<file path="src/rtl/tpu_pkg.sv">
// tpu_pkg: shared types and defaults for the tpumac array and its A/B feeders.
package tpu_pkg;
  localparam int BITS_AB = 8;
  localparam int DIM = 8;
  localparam int LAST_STEP = 2 * DIM - 2;
  typedef logic signed [BITS_AB-1:0] elem_t;
  typedef elem_t [DIM-1:0] row_t;
  typedef enum logic {IDLE, STREAM} state_t;
endpackage

</file>
<file path="src/rtl/systolic_a_feeder.sv">
// systolic_a_feeder: stores a DIM x DIM operand-A matrix and streams it diagonally skewed into the array.
module systolic_a_feeder #(
  parameter int BITS_AB = tpu_pkg::BITS_AB,
  parameter int DIM = tpu_pkg::DIM
) (
  input  logic                     clk,
  input  logic                     rst_n,
  input  logic                     en,
  input  logic                     WrEn,
  input  logic [$clog2(DIM)-1:0]   Arow,
  input  logic [DIM*BITS_AB-1:0]   Ain,
  input  logic                     start,
  output logic [DIM*BITS_AB-1:0]   Aout,
  output logic                     Aout_valid,
  output logic                     busy,
  output logic                     done
);
  import tpu_pkg::*;
  localparam int AW = $clog2(DIM);
  localparam int KW = $clog2(2 * DIM);
  localparam logic [KW-1:0] LAST_K = KW'(2 * DIM - 2);
  state_t state, state_nxt;
  logic [KW-1:0] k;
  logic [DIM-1:0][DIM-1:0][BITS_AB-1:0] mem;
  logic [DIM-1:0][BITS_AB-1:0] nxt;
  logic last;
  assign last = (state == STREAM) && en && (k == LAST_K);
  assign busy = (state == STREAM);
  // Lane i sees column k-i of its row; the unsigned difference wraps when k < i.
  for (genvar i = 0; i < DIM; i++) begin : g_lane
    logic [KW-1:0] d;
    assign d = k - KW'(i);
    assign nxt[i] = (k >= KW'(i) && d < KW'(DIM)) ? mem[i][d[AW-1:0]] : '0;
  end
  always_comb begin
    state_nxt = state;
    if (state == IDLE) state_nxt = start ? STREAM : IDLE;
    else state_nxt = last ? IDLE : STREAM;
  end
  always_ff @(posedge clk or negedge rst_n)
    if (!rst_n) state <= IDLE;
    else state <= state_nxt;
  always_ff @(posedge clk or negedge rst_n) begin
    if (!rst_n) begin
      mem <= '0;
      k <= '0;
      Aout <= '0;
      Aout_valid <= 1'b0;
      done <= 1'b0;
    end else begin
      done <= last;
      if (state == IDLE) begin
        if (WrEn && 32'(Arow) < DIM) mem[Arow] <= Ain;
        if (start) k <= '0;
        if (en) begin
          Aout <= '0;
          Aout_valid <= 1'b0;
        end
      end else if (en) begin
        Aout <= nxt;
        Aout_valid <= 1'b1;
        k <= last ? '0 : k + 1'b1;
      end
    end
  end
endmodule

</file>
<file path="config.mk">
export PLATFORM = sky130hd
export DESIGN_NAME = systolic_a_feeder
export DESIGN_NICKNAME = d
export VERILOG_FILES = /design/src/rtl/tpu_pkg.sv /design/src/rtl/systolic_a_feeder.sv
export SDC_FILE = /design/constraint.sdc
export NUM_CORES = 1
export LEC_CHECK = 0
export CORE_MARGIN = 10
export CORE_UTILIZATION = 30
export CTS_BUF_LIST = sky130_fd_sc_hd__clkbuf_4 sky130_fd_sc_hd__clkbuf_8 sky130_fd_sc_hd__clkbuf_16
export DETAILED_ROUTE_END_ITERATION = 12
export HOLD_SLACK_MARGIN = 0.03
export PLACE_DENSITY_LB_ADDON = 0.25
export SLEW_MARGIN = 20
export SYNTH_ARGS = -nofsm -noshare
export SYNTH_HDL_FRONTEND = slang
export SYNTH_SLANG_ARGS = --single-unit
</file>
<file path="constraint.sdc">
create_clock -name clk -period 2.8 [get_ports clk]
set_input_delay 0.56 -clock clk [delete_from_list [all_inputs] [get_ports clk]]
set_output_delay 0.56 -clock clk [all_outputs]
set_load 0.005 [all_outputs]
</file>
== Word-level counts from Yosys, hierarchy flattened ==
Cells that the tools add are included.
Word-level totals
  register bits after elaboration: 583
  latch bits: 0
  RAM bits: 0
  bits in read-only memories: 0
  logic and storage cells: 160
  memories kept: 0
Cells by class
  add/subtract/negate cells: 8
  $mul: 0
  divide/modulo/power cells: 0
  magnitude comparators: 26
  equality and inequality tests: 2
  shifts and indexed selects: 0
  multiplexer cells: 40
  bitwise gates (word level): 1
  reduce and logical (&&, ||, !) cells: 14
Operator list (number)
  $bwmux 512: 1
  $mux 64: 4
  $bmux 8 s3: 8
  $demux 64 s3: 1
  $mux 8: 16
  $lt 3x4->1 const B: 9
  $lt 4x4->1 const B: 8
  $ge 4x3->1 const B: 4
  $mux 4: 4
  $sub 4x3->4 const B: 4
  $logic_and 1x1->1: 11
  $ge 4x1->1 const B: 2
  $ge 4x2->1 const B: 2
  $sub 4x2->4 const B: 2
  $mux 1: 6
  $add 4x1->4 const B: 1
  $eq 4x4->1 const B: 1
  $reduce_and 2->1: 2
  $sub 4x1->4 const B: 1
  $ge 3x1->1 const B: 1
  $ne 2x2->1 const B: 1
  $reduce_bool 2->1: 1
  $not 1->1: 1

== Logic depth before layout (Yosys ltp) ==
Gate-level depths: netlist (run 1).
  word-level depth: 6
  depth in mapped cells: 9
  mapped depth without buffers: 6

== Least setup slack after synthesis (run 1) ==
No wires, ideal clock.
  path kind: register -> register
  start: reg k[2]
  end: reg Aout[22]
  setup time: 147 ps
  arrival: 2312 ps
  data required time: 2653 ps
  setup slack: 341 ps
  cell stages (with the launch flop): 8
  clock period less this slack: 2459 ps
  path through: dfrtp_1 inv_2 buf_2 ha_1 buf_1 buf_2 mux2i_1 o22ai_1
On the way
  word-level cells in the longest chain between the ends: 6
  elaborated cells between the ends (all ways): 9
RTL lines
  start: declaration: RTL line systolic_a_feeder.sv:23  | logic [KW-1:0] k;
  start signal: assignment: RTL line systolic_a_feeder.sv:62  | k <= last ? '0 : k + 1'b1;
  $sub 4x2->4: RTL line systolic_a_feeder.sv:32  | assign d = k - KW'(i);
  $lt 4x4->1 or $bmux 8 s3 (tied branches): RTL line systolic_a_feeder.sv:33  | assign nxt[i] = (k >= KW'(i) && d < KW'(DIM)) ? mem[i][d[AW-1:0]] : '0;
  $logic_and 1x1->1 or $mux 8 (tied branches): RTL line systolic_a_feeder.sv:33
  $mux 8 *: RTL line systolic_a_feeder.sv:33
  $mux 64 *: RTL line systolic_a_feeder.sv:59  | end else if (en) begin
  $mux 64 *: RTL line systolic_a_feeder.sv:52  | if (state == IDLE) begin
  end signal: assignment: RTL line systolic_a_feeder.sv:60  | Aout <= nxt;
  end: declaration: RTL line systolic_a_feeder.sv:13  | output logic [DIM*BITS_AB-1:0] Aout,
Mark *: on every way between the ends. The rest lies on a longest branch, timed or not. The select of a mux whose other input is x is not followed.
A chain may end at the register's enable or synchronous reset.

== Worst setup path in the final report (run 1) ==
  start: reg k[2]
  end: reg Aout[20]
Same word-level chain as after synthesis.

==> results.yml, run 1 <==
timing:
  clock_skew_ns: 0.0210
  layout_min_cycle_time_ns: 2.40
  relSlewSlack_pct: 45.5
  drv_slew: 0
  hold_violations: 0
  final-setup-viol-count: 0
  period_share_pct: 85.8
  tightest_slew_ns: 0.817
  fmax_mhz: 416
  rsz0062_at_grt: "no"
  fin_setup_tns_ns: 0
drt:
  dr.pass1.iters: 6
  vias: 14600
  drt_wl_total_um: 74900
  via_per_inst: 4.90
  drc_errors: 0
  initialDrtViolationCount: 688
  ant_nets: 0
  routedWlPerCell_um: 25.2
finish:
  layout_common_cells: "581 x dfrtp_1, 513 x mux2_2, 136 x clkdlybuf4s50_1"
  final_cell_area_sq_um: 31000
  fin_util_pct: 36.6
  layout_commonest_cell: "dfrtp_1"
  finalNetCount: 1862
  areaGrowthSynthToFinish_pct: 21.3
  drive_gt1_share_pct: 46.4
  diodes: 0
grt:
  antenna_found_initial: 3
  grt_pass1_vias: 15700
  grt_pass1_wl_um: 111000
  overflow: 0
  grt_use_total_pct: 15.3
  grt_max_degree: 111
floorplanning:
  start_util_pct: 30.1
  io_pins: 139
  die-height_um: 312
  core_area_sq_um: 84900
  die-area_sq_um: 97400
  die_width_um: 312
  fp-row-count: 107
synthesis:
  yosys_warnings: 0
  syn_inst: 1591
  syn-num-nets: 1676
  ys_dominant_reg_cell: "dfrtp_1"
  avgSynthCellArea_sq_um: 16.1
  synth_edf_count: 0
  synth_seq_cells: 583
  synthArstFlopShare_pct: 100
  synth_cell_type_count: 36
  netlist_area_sq_um: 25600
  ys_seq_area_share_pct: 57.0
critical_path:
  cp_max_fo: 16
  crit_type: "reg2reg"
  start_kind: "register"
  crit_arrival_ns: 2.85
  end_kind: "register"
  rr_endpoint: "Aout[20]"
  required_ns: 3.25
  r2r_cells: 6
  reg2reg_slack_ns: 0.40
  r2r_start: "k[2]"
place:
  io_buffers: 138
  postPlaceCellArea_sq_um: 28800
  dp_hpwl_um: 51300
  globalplace.congestion: 0.767
cts:
  clk_latency_ns: 0.60
  cts_resized: 0
  cts_buffer_depth: 3
  cts_sinks: 583
  clk_pin_slew_ns: 0.06
  cts_made_buffers: 66
  ctsRootBufferMaster: "clkbuf_16"
  holdBufCountCts: 1
  cts_tree: "built"
  post_cts_buffers: 0
  htreeDepth: 3
hold_path:
  hold_path.class: "in2async"
power_and_ir_drop:
  leakage_nw: 14.4
  power_density_nw_per_um2: 744
  vdd_drop_max_v: 0.000603
  total_power_mw: 23.1
outcome:
  status: "complete, no violations"
job:
  drv_cap: 0
==> state kept, by name, indices dropped and copies added (netlist names) <==
signal and flops:
Aout 64, Aout_valid 1, busy 1, done 1, k 4, mem 512
==> cell families after synthesis <==
family / share of synthesized area, %
flip-flops: 57.0
AO/OA/AOI/OAI: 2.02
buffers and inverters: 2.96
XOR/XNOR: 0.318
multiplexers: 36.4
adder cells (fa/ha/maj): 0.636
AND/OR/NAND/NOR: 0.680
==> metal layers <==
layer  up-vias  track usage (%)  routed length, um
met5         -                0                  7
met4         2             4.21               1660
met3        78             3.53               3750
met2       253             24.7              35900
met1      7962             20.3              33600
li1       6267                -                  -
==> worst max-delay path, cell delays in order, from the launching register on <==
cell and delay (ns):
dfrtp_1 0.74, inv_2 0.31, ha_1 0.41, buf_12 0.23
mux2i_1 0.31, buf_4 0.18, o22ai_1 0.06
==> power breakdown <==
| group | switching, mW | internal (mW) | total, mW | leakage (nW) |
|---|---|---|---|---|
| registers | 0.359 | 9.04 | 9.40 | 8.02 |
| logic | 2.70 | 2.19 | 4.88 | 5.29 |
| clock network | 3.44 | 5.37 | 8.81 | 1.13 |
==> final cells by class <==
type | instances | area [sq um]
Fill cell | 8006 | 53900
Sequential cell | 583 | 14600
Multi-Input combinational cell | 841 | 10300
Timing Repair Buffer | 214 | 2220
Clock buffer | 106 | 2120
Tap cell | 1144 | 1430
Inverter | 71 | 267
Clock inverter | 12 | 126
==> how the worst max path moves through the flow <==
stage	start	to	slack [ns]	cells after the start
2_1_floorplan	k[2]	Aout[22]	0.34	7
3_3_place_gp	Arow[2]	mem[412]	0.30	5
3_5_place_dp	Arow[2]	mem[348]	0.24	5
4_1_cts	k[1]	Aout[62]	0.39	5
5_1_grt	k[1]	Aout[62]	0.30	5
6_report	k[2]	Aout[20]	0.40	6
==> cells in the mapped netlist, types with 2 or more instances <==
| library cell | number | area (sq um) |
|---|---|---|
| a21oi_1 | 10 | 50.1 |
| nor2_1 | 4 | 15.0 |
| clkbuf_1 | 21 | 78.8 |
| mux4_2 | 128 | 2880 |
| ha_1 | 13 | 163 |
| o21ai_0 | 3 | 15.0 |
| mux2i_1 | 64 | 641 |
| and3_1 | 2 | 12.5 |
| xor2_4 | 2 | 55.1 |
| buf_2 | 63 | 315 |
| o22ai_1 | 64 | 400 |
| nand2_1 | 11 | 41.3 |
| nand3_1 | 2 | 10.0 |
| nand3b_1 | 2 | 15.0 |
| nor3b_1 | 3 | 22.5 |
| inv_1 | 70 | 263 |
| buf_4 | 9 | 67.6 |
| o21ai_1 | 4 | 20.0 |
| nand4_1 | 2 | 12.5 |
| xnor2_1 | 2 | 17.5 |
| and2_1 | 2 | 12.5 |
| mux2_2 | 513 | 5780 |
| dfrtp_1 | 583 | 14600 |
| nand2b_1 | 2 | 12.5 |
==> per-stage QoR <==
step                setup WS (ns)  hold WS (ns)  std cells
floorplan                   0.341         0.264       1591
global placement            0.301         0.481       2852
detailed placement          0.245         0.487       2852
CTS                         0.388         0.473       2971
global route                0.295         0.500       2971
finish                      0.398         0.474       2971
No activity file was read; power rests on OpenSTA's default activity.
==> run 2: changes to the inputs <==
--- a/config.mk
+++ b/config.mk
@@ -5,7 +5,6 @@
 export SDC_FILE = /design/constraint.sdc
 export NUM_CORES = 1
 export LEC_CHECK = 0
-export CORE_MARGIN = 10
 export CORE_UTILIZATION = 30
 export CTS_BUF_LIST = sky130_fd_sc_hd__clkbuf_4 sky130_fd_sc_hd__clkbuf_8 sky130_fd_sc_hd__clkbuf_16
 export DETAILED_ROUTE_END_ITERATION = 12
==> run 2 against run 1 <==
  * Sequential cell count unchanged
  * Count of clock-buffer cells in the layout decreased by 9
  * Global-route usage increased by 2.4 points
  * Sequential share of layout area increased by 0.084 points
  * Cell count decreased by 0.47%
  * First-iteration DRC count increased by 14%
  * Total power decreased by 1.0%
  * Final area decreased by 0.18%
  * Setup slack improved by 0.029 ns
  * Fmax increased by 1.2%
  * Critical path type is now reg2out
  * Highest routed layer unchanged
==> results.yml, run 2 (same netlist as run 1, synthesis figures left out) <==
finish:
  top_regs: "mem (512), Aout (64), k (4)"
  regMostFlops: "mem"
  finalNetCount: 1854
  final_cell_area_sq_um: 31000
  drive_gt1_share_pct: 46.3
  largest_reg_flops: 512
  layout_commonest_cell: "dfrtp_1"
  final_cells: 2957
  layout_common_cells: "581 x dfrtp_1, 513 x mux2_2, 136 x clkdlybuf4s50_1"
  areaGrowthSynthToFinish_pct: 21.1
cts:
  ctsRootBufferMaster: "clkbuf_16"
  htreeDepth: 2
  cts_made_buffers: 61
  cts_tree: "built"
  cts_sinks: 583
  post_cts_buffers: 0
  clk_pin_slew_ns: 0.06
  cts_resized: 0
  cts_buffer_depth: 3
  clk_latency_ns: 0.63
outcome:
  status: "complete, no violations"
timing:
  relSlewSlack_pct: 43.8
  layout_min_cycle_time_ns: 2.37
  tightest_slew_ns: 0.837
  whs_ns: 0.324
  period_share_pct: 84.7
  drv_slew: 0
  fmax_mhz: 421
  fin_setup_tns_ns: 0
  final-setup-viol-count: 0
  hold_violations: 0
  clock_skew_ns: 0.0315
  rsz0062_at_grt: "no"
drt:
  dr.pass1.iters: 5
  initialDrtViolationCount: 781
  drt_wl_total_um: 75100
  via_per_inst: 4.93
  ant_nets: 0
  routedWlPerCell_um: 25.4
  drc_errors: 0
  vias: 14600
critical_path:
  crit_arrival_ns: 1.81
  end_kind: "output port"
  required_ns: 2.24
  slowest_delay_ns: 0.52
  cpMaxStageDelayCell: "clkdlybuf4s50_1"
  cp_max_fo: 4
  crit_type: "reg2out"
  critical-path-top-delay-family: "buffers and inverters"
  crit_buf_inv: 2
  worstPathCellList: "buf_4 -> clkdlybuf4s50_1"
  start_kind: "register"
floorplanning:
  die_width_um: 294
  fp-row-count: 106
  die-height_um: 294
  core_area_sq_um: 84000
  start_util_pct: 30.5
  die-area_sq_um: 86400
  io_pins: 139
place:
  postPlaceCellArea_sq_um: 28800
  io_buffers: 138
  dp_hpwl_um: 51000
  globalplace.congestion: 0.793
  dp_cells: 2839
hold_path:
  hold_path.class: "in2reg"
grt:
  grt_pass1_vias: 15500
  grt_pass1_wl_um: 111000
  antenna_found_initial: 7
  grt_max_degree: 89
  overflow: 0
  grt_use_total_pct: 17.7
power_and_ir_drop:
  leakage_nw: 14.4
  p_sw_share_pct: 28.2
  clock_power_share_pct: 37.9
  total_power_mw: 22.8
  power_density_nw_per_um2: 738
  vdd_drop_max_v: 0.000501
  p_int_mw: 16.4
  p_sw_mw: 6.45
  pwr-share-comb_pct: 21.2
  power_frac_seq_pct: 40.9
job:
  drv_cap: 0
## run 2: power by group through the flow
stage	logic, mW	registers [mW]	clock network, mW
2_1_floorplan	2.69	9.43	0
3_3_place_gp	4.89	9.46	0
3_5_place_dp	4.93	9.50	0
4_1_cts	4.95	9.35	8.88
5_1_grt	5.14	9.42	9.18
6_report	4.85	9.35	8.65
## run 2: layer usage
layer / track usage [%] / vias up / part of all wire (%)
met5: 0 / - / 0.063
met3: 3.44 / 80 / 4.4
li1: - / 6247 / -
met2: 28.0 / 268 / 47
met1: 24.5 / 7972 / 46
met4: 5.39 / 8 / 2.9
## run 2: final timing paths
| path | from | end | slack (ns) | cells past startpoint |
|---|---|---|---|---|
| max | busy | busy | 0.43 | 2 |
| min | en | Aout[29] | 0.32 | 2 |
| max reg2reg | k[0] | Aout[41] | 0.46 | 6 |
| min reg2reg | mem[16] | mem[16] | 0.50 | 1 |
| max in group asynchronous | rst_n | mem[152] | 1.36 | 3 |
| min in group asynchronous | rst_n | mem[131] | 0.47 | 2 |
## run 2: layout make-up
class | count | area (sq um)
fill | 7874 | 53000
sequential | 583 | 14600
multi-input combinational | 841 | 10300
timing repair buffer | 211 | 2220
clock buffer | 97 | 1960
tap | 1134 | 1420
inverter | 71 | 267
clock inverter | 19 | 229
antenna | 1 | 2.50
## run 2: through the flow
step / setup WS, ns / util, %
finish: 0.427 / 36.9
global route: 0.272 / 36.9
floorplan: 0.341 / -
CTS: 0.381 / 36.9
global placement: 0.237 / 34.3
detailed placement: 0.206 / 34.3
## run 2: worst reg2reg max path, delay by kind of cell, from the launching register on
kind | cells | cell delay [ns]
buf+inv | 2 | 0.41
flops | 1 | 0.50
compound gates | 1 | 0.13
mux | 2 | 0.80
fa+ha+maj | 1 | 0.36
## run 2: what timing repair did
item | 4_1_cts | 5_1_grt
hold endpoints to repair | 35 | 0
endpoints found under the setup margin | 0 | 0
hold buffers | 1 | 0
